===== config.mk =====
export PLATFORM = sky130hd
export DESIGN_NAME = alu_issue_stage
export DESIGN_NICKNAME = d
export VERILOG_FILES = /design/src/rtl/alu_pkg.sv /design/src/rtl/alu_sync_fifo.sv /design/src/rtl/alu_issue_stage.sv
export SDC_FILE = /design/constraint.sdc
export NUM_CORES = 1
export LEC_CHECK = 0
export CORE_MARGIN = 2
export CORE_UTILIZATION = 57
export DETAILED_ROUTE_END_ITERATION = 7
export DONT_BUFFER_PORTS = 1
export HOLD_SLACK_MARGIN = 0.06
export MAX_ROUTING_LAYER = met4
export PLACE_DENSITY = 0.73
export SETUP_SLACK_MARGIN = 0.05
export SLEW_MARGIN = 20
export SYNTH_ARGS = -nofsm -noshare
export SYNTH_HDL_FRONTEND = slang
export SYNTH_SLANG_ARGS = --single-unit
export TNS_END_PERCENT = 100

===== constraint.sdc =====
create_clock -name clk_i -period 3.4 [get_ports clk_i]
set_input_delay 0.17 -clock clk_i [delete_from_list [all_inputs] [get_ports clk_i]]
set_output_delay 0.17 -clock clk_i [all_outputs]
set_load 0.02 [all_outputs]

===== src/rtl/alu_pkg.sv =====
// Shared ALU types: opcode encoding, the reserved opcode, and the command word
// carried from the command FIFO into the issue register.
package alu_pkg;

    typedef enum logic [2:0] {
        AND = 3'b000,
        OR  = 3'b001,
        ADD = 3'b010,
        XOR = 3'b011,
        NOR = 3'b100,
        SUB = 3'b110,
        SLT = 3'b111
    } alu_op_e;

    // Encoding with no ALU function behind it.
    localparam logic [2:0] ALU_OP_ILLEGAL = 3'b101;

    // Widest tag the command struct can carry; narrower tags are zero-extended.
    localparam int ALU_TAG_MAX_W = 16;

    // op is kept as raw bits so the reserved encoding can be represented.
    typedef struct packed {
        logic [31:0]              a;
        logic [31:0]              b;
        logic [2:0]               op;
        logic [ALU_TAG_MAX_W-1:0] tag;
        logic                     err;
    } alu_cmd_t;

endpackage


===== src/rtl/alu_sync_fifo.sv =====
// Single-clock FIFO with occupancy count. Pointers are log2(DEPTH) bits and
// wrap naturally; push on full and pop on empty are ignored. Read data is
// zero while empty so downstream outputs stay quiet.
module alu_sync_fifo #(
    parameter int WIDTH = 8,
    parameter int DEPTH = 4
) (
    input  logic                     clk_i,
    input  logic                     rst_ni,
    input  logic                     push_i,
    input  logic [WIDTH-1:0]         wdata_i,
    input  logic                     pop_i,
    output logic [WIDTH-1:0]         rdata_o,
    output logic [$clog2(DEPTH):0]   count_o,
    output logic                     full_o,
    output logic                     empty_o
);
    localparam int AW = $clog2(DEPTH);

    logic [WIDTH-1:0] mem [DEPTH];
    logic [AW-1:0]    wptr, rptr;
    logic [AW:0]      cnt;
    logic             do_push, do_pop;

    assign do_push = push_i & ~full_o;
    assign do_pop  = pop_i & ~empty_o;
    assign full_o  = (cnt == (AW+1)'(DEPTH));
    assign empty_o = (cnt == '0);
    assign count_o = cnt;
    assign rdata_o = empty_o ? '0 : mem[rptr];

    // Storage write; contents are don't-care until pushed.
    always_ff @(posedge clk_i) begin
        if (do_push) mem[wptr] <= wdata_i;
    end

    // Pointer and occupancy bookkeeping; push+pop together leaves count unchanged.
    always_ff @(posedge clk_i or negedge rst_ni) begin
        if (!rst_ni) begin
            wptr <= '0;
            rptr <= '0;
            cnt  <= '0;
        end else begin
            if (do_push) wptr <= wptr + AW'(1);
            if (do_pop)  rptr <= rptr + AW'(1);
            case ({do_push, do_pop})
                2'b10:   cnt <= cnt + (AW+1)'(1);
                2'b01:   cnt <= cnt - (AW+1)'(1);
                default: ;
            endcase
        end
    end

endmodule


===== src/rtl/alu_issue_stage.sv =====
// ALU issue stage: command FIFO -> S1 (drives ALU) -> S2 (tracks ALU result)
// -> response FIFO. Issue is gated by credits so every issued op has a
// guaranteed response slot. Optional macro ALU_ISSUE_ILLEGAL_CHK_EN flags
// opcode 3'b101 and answers it with result=0, zero=1, err=1.
module alu_issue_stage
    import alu_pkg::*;
#(
    parameter int CMD_DEPTH = 4,
    parameter int RSP_DEPTH = 4,
    parameter int TAG_W     = 4
) (
    input  logic             clk_i,
    input  logic             rst_ni,
    input  logic             cmd_valid_i,
    output logic             cmd_ready_o,
    input  logic [31:0]      cmd_a_i,
    input  logic [31:0]      cmd_b_i,
    input  logic [2:0]       cmd_op_i,
    input  logic [TAG_W-1:0] cmd_tag_i,
    output logic [31:0]      alu_a_o,
    output logic [31:0]      alu_b_o,
    output logic [2:0]       alu_op_o,
    input  logic [31:0]      alu_result_i,
    input  logic             alu_zero_i,
    output logic             rsp_valid_o,
    input  logic             rsp_ready_i,
    output logic [31:0]      rsp_result_o,
    output logic             rsp_zero_o,
    output logic [TAG_W-1:0] rsp_tag_o,
    output logic             rsp_err_o
);
    localparam int CW  = 32 + 32 + 3 + TAG_W + 1;
    localparam int RW  = 32 + 1 + TAG_W + 1;
    localparam int CCW = $clog2(CMD_DEPTH) + 1;
    localparam int RCW = $clog2(RSP_DEPTH) + 1;

    // ---------------- command side ----------------
    logic             cmd_err, cmd_push, cmd_full, cmd_empty;
    logic [CW-1:0]    cmd_wdata, cmd_rdata;
    logic [CCW-1:0]   cmd_count;
    logic [31:0]      cq_a, cq_b;
    logic [2:0]       cq_op;
    logic [TAG_W-1:0] cq_tag;
    logic             cq_err;

`ifdef ALU_ISSUE_ILLEGAL_CHK_EN
    assign cmd_err = (cmd_op_i == ALU_OP_ILLEGAL);
`else
    assign cmd_err = 1'b0;
`endif

    assign cmd_push    = cmd_valid_i & ~cmd_full;
    assign cmd_ready_o = ~cmd_full;
    assign cmd_wdata   = {cmd_a_i, cmd_b_i, cmd_op_i, cmd_tag_i, cmd_err};
    assign {cq_a, cq_b, cq_op, cq_tag, cq_err} = cmd_rdata;

    // ---------------- issue / credits ----------------
    alu_cmd_t         s1;
    logic [1:0]       vld_pipe;      // [0] = S1 valid, [1] = S2 valid
    logic [TAG_W-1:0] s2_tag;
    logic             s2_err;
    logic             issue, rsp_pop, rsp_full, rsp_empty;
    logic [RCW-1:0]   rsp_count;
    logic [RCW:0]     credits_used;

    // Slots already spoken for after this edge's response pop.
    assign rsp_pop      = rsp_valid_o & rsp_ready_i;
    assign credits_used = (RCW+1)'(rsp_count) + (RCW+1)'(vld_pipe[0])
                        + (RCW+1)'(vld_pipe[1]) - (RCW+1)'(rsp_pop);
    assign issue        = ~cmd_empty & (credits_used < (RCW+1)'(RSP_DEPTH));

    // S1 operand register; holds its last value when nothing issues. A flagged
    // op is neutralised to AND 0,0 so the ALU does harmless work in its slot.
    always_ff @(posedge clk_i or negedge rst_ni) begin
        if (!rst_ni) begin
            s1 <= '0;
        end else if (issue) begin
            s1.a   <= cq_err ? 32'd0 : cq_a;
            s1.b   <= cq_err ? 32'd0 : cq_b;
            s1.op  <= cq_err ? 3'(AND) : cq_op;
            s1.tag <= ALU_TAG_MAX_W'(cq_tag);
            s1.err <= cq_err;
        end
    end

    // Valid shift and S2 tracking; S2 lines up with the ALU's registered result.
    always_ff @(posedge clk_i or negedge rst_ni) begin
        if (!rst_ni) begin
            vld_pipe <= '0;
            s2_tag   <= '0;
            s2_err   <= 1'b0;
        end else begin
            vld_pipe <= {vld_pipe[0], issue};
            s2_tag   <= s1.tag[TAG_W-1:0];
            s2_err   <= s1.err;
        end
    end

    assign alu_a_o  = s1.a;
    assign alu_b_o  = s1.b;
    assign alu_op_o = s1.op;

    // ---------------- response side ----------------
    logic [31:0]   cap_result;
    logic          cap_zero, rsp_err_rd;
    logic [RW-1:0] rsp_wdata, rsp_rdata;

    assign cap_result = s2_err ? 32'd0 : alu_result_i;
    assign cap_zero   = s2_err | alu_zero_i;
    assign rsp_wdata  = {cap_result, cap_zero, s2_tag, s2_err};
    assign rsp_valid_o = ~rsp_empty;
    assign {rsp_result_o, rsp_zero_o, rsp_tag_o, rsp_err_rd} = rsp_rdata;

`ifdef ALU_ISSUE_ILLEGAL_CHK_EN
    assign rsp_err_o = rsp_err_rd;
`else
    logic unused_rsp_err;
    assign unused_rsp_err = rsp_err_rd;
    assign rsp_err_o      = 1'b0;
`endif

    // Signals kept for visibility but not consumed here.
    logic unused_misc;
    assign unused_misc = ^{cmd_count, rsp_full, s1.tag};

    alu_sync_fifo #(.WIDTH(CW), .DEPTH(CMD_DEPTH)) u_cmd_fifo (
        .clk_i   (clk_i),
        .rst_ni  (rst_ni),
        .push_i  (cmd_push),
        .wdata_i (cmd_wdata),
        .pop_i   (issue),
        .rdata_o (cmd_rdata),
        .count_o (cmd_count),
        .full_o  (cmd_full),
        .empty_o (cmd_empty)
    );

    // Credits guarantee this push never meets a full FIFO.
    alu_sync_fifo #(.WIDTH(RW), .DEPTH(RSP_DEPTH)) u_rsp_fifo (
        .clk_i   (clk_i),
        .rst_ni  (rst_ni),
        .push_i  (vld_pipe[1]),
        .wdata_i (rsp_wdata),
        .pop_i   (rsp_pop),
        .rdata_o (rsp_rdata),
        .count_o (rsp_count),
        .full_o  (rsp_full),
        .empty_o (rsp_empty)
    );

endmodule


==> flow_summary_export.csv <==
group,metric,value,unit
grt,grt.total_usage,20.6,%
timing,final.min_clock_period,3130,ps
die,pin_count,215,
timing,final_hold_viol_count,0,
timing,tns,0,ps
logic_synthesis,synth-seq-cells,523,
clock_tree,cts.clk_slew.worst_paths,60,ps
grt,met2_usage,32.8,%
min_path,hold_class,"in -> reg",
timing,rsz0062_at_grt,"no",
clock_tree,h-tree-depth,2,
critical_path,worstSetupPathType,"reg -> reg",
critical_path,worstPathArrival,3630,ps
layout,final_common_cell,"edfxtp_1",
layout,utilization,65.4,%
place,dp_hpwl,20.3,mm
layout,area_growth,13.7,%
logic_synthesis,synthesis.nets,1049,
route,drtAntennaViolNets,0,
grt,grt_pass1_vias,9329,
timing,tightest_slew,835,ps
grt,grt_pass1_wl,55.0,mm
place,port_buffers,0,
die,core,35400,sq um
layout,fin_nets,1129,
critical_path,startpoint_type,"register",
timing,min_period_over_period,92.2,%
critical_path,reg2reg_to,"u_cmd_fifo.count_o[2]",
logic_synthesis,syn_area_per_cell,22.0,sq um
flow_run,max-cap-violations,0,
layout,layout-drive-gt1-share,27.7,%
die,die_area,37300,sq um
clock_tree,clock_latency,590,ps
status,status,"completed",
grt,use_met3,5.83,%
logic_synthesis,yosys_warnings,0,
grt,grt_max_degree,92,
critical_path,worstPathMaxFanout,4,
timing,slew-limit-headroom,44.3,%
power,p_leak,7.99,nW
layout,fillers,2261,
critical_path,ff2ff_path_depth,15,
critical_path,reg2reg_from,"u_rsp_fifo.count_o[0]",
die,num_rows,69,
die,die_h,193,um
logic_synthesis,netlist_instances,925,
clock_tree,root_buffer,"clkbuf_16",
clock_tree,cts_buffers,50,
logic_synthesis,synth_top_area_share,63.7,%
timing,finalSetupViolCount,0,
die,die_w,193,um
die,start_util,57.6,%
clock_tree,clock-sinks,523,
critical_path,required,3900,ps
clock_tree,cts_tree,"yes",
route,wirelength,36.2,mm
timing,fin_skew,23.9,ps
route,wl_per_cell,24.0,um
critical_path,crit_path_end,"u_cmd_fifo.count_o[2]",
grt,grt-ovfl-total,0,
logic_synthesis,synth_seq_area_share,74.9,%
route,via_count,8534,
timing,report.final.slew_viol_count,0,
critical_path,endpoint_kind,"register",
timing,max_freq,319,MHz
grt,use_met1,25.9,%
power,vdd_drop_max,0.993,mV
layout,final_cell_mix,"edfxtp_1 (432), mux4_2 (108), dlygate4sd3_1 (107)",
route,firstDrtPassIters,4,
clock_tree,ctsLongestPathBuffers,3,
power,power.density,958,nW/um^2
grt,grt.busiest_layer,"met2",
logic_synthesis,yosys-top-cells-area,"edfxtp_1 (64%), mux4_2 (12%), dfrtp_1 (11%)",
logic_synthesis,ys_types,32,
route,drc,0,
route,drt_iter0_markers,556,
critical_path,r2r_slack,270,ps
logic_synthesis,synthesis.area,20400,sq um
logic_synthesis,synth_area_leader_cell,"edfxtp_1",
grt,antenna_found_initial,4,
route,vias_per_cell,5.66,
place,place.gp.congestion,0.732,
critical_path,crit_start,"u_rsp_fifo.count_o[0]",
## cell usage after synthesis (all sizes together)
master  number
and3         5
o211a        1
mux4       108
dfrtp       91
conb         1
ha          14
a31oi        1
inv         18
xnor2        8
fa           2
edfxtp     432
nor2         2
o221ai       1
o21ai        5
nand3        2
buf         91
or3          2
and4         1
mux2        72
clkbuf      12
a211oi       1
and2        43
or2          1
a21oi        2
nand2        4
xor2         5
## layer usage
metal	up-vias	wire length [um]
li1	3759	-
met1	4491	14500
met2	237	18100
met3	47	2790
met4	0	759
met5	-	0
## critical path, stage by stage, from the launching register on
cell	delay, ps
dfrtp_1	370
or3_1	380
and2_1	220
ha_1	290
inv_1	40
ha_1	270
nand3_2	110
and3_1	220
o21ai_4	90
inv_8	60
ha_1	170
inv_1	60
fa_1	370
xor2_1	150
nor2_1	110
xor2_1	140
## cell families after synthesis
| family | after synthesis | share of synthesized area (%) |
|---|---|---|
| DFF | 523 | 74.9 |
| AOI/OAI and AO/OA | 11 | 0.387 |
| other | 1 | 0.0184 |
| buffers and inverters | 121 | 4.17 |
| muxes | 180 | 17.2 |
| xor gates and xnor gates | 13 | 0.559 |
| and+or+nand+nor | 60 | 1.77 |
| adders and majority gates | 16 | 1.06 |
## sequential cells by signal (all words and copies together), names as in the netlist, 3 cells and up
| register | count |
|---|---|
| alu_b_o | 32 |
| alu_op_o | 3 |
| alu_a_o | 32 |
| u_cmd_fifo.mem | 284 |
| u_cmd_fifo.count_o | 3 |
| s1 | 4 |
| u_rsp_fifo.count_o | 3 |
| s2_tag | 4 |
| u_rsp_fifo.mem | 148 |
## worst min path at each step
stage / from / end / depth (start not counted)
finish: cmd_valid_i / u_cmd_fifo.mem[3][44] / 1
global route: cmd_valid_i / u_cmd_fifo.mem[1][61] / 1
CTS: cmd_valid_i / u_cmd_fifo.mem[3][44] / 1
detailed placement: rst_ni / alu_a_o[17] / 0
global placement: rst_ni / alu_a_o[17] / 0
floorplan: rst_ni / alu_a_o[0] / 0
## repair_timing
action	4_1_cts	5_1_grt
buffers inserted	0	1
hold endpoints to repair	511	0
gates resized for setup	0	3
setup endpoints to repair	0	16
hold buffers	108	0
## cell type report
cell class	instances	area, sq um	area share, %
Timing Repair Buffer	131	1400	6.03
Multi-Input combinational cell	281	4310	18.6
Clock inverter	16	124	0.535
Tap cell	461	577	2.49
Inverter	18	75.1	0.324
Sequential cell	523	15300	65.9
Clock buffer	74	1400	6.06
Antenna cell	4	10.0	0.0432
## stage by stage
stage          instance area (sq um)  setup WS [ps]  total power [mW]  hold slack (ps)  cells
3_3_place_gp                   20500            262              16.9             -124   1305
4_1_cts                        23100            181              22.4              105   1503
3_5_place_dp                   20500            179              17.1             -124   1305
5_1_grt                        23200           74.6              23.3              117   1508
6_report                       23200            266              22.2              118   1508
2_1_floorplan                  20400           60.7              16.3             -126    925
## power breakdown
group	total, mW	leakage (nW)	internal, mW	switching [mW]
sequential	10.1	5.01	8.60	1.52
clock	5.18	0.742	2.94	2.24
combinational	6.88	2.23	3.68	3.20
No activity file was read; power rests on OpenSTA's default activity.
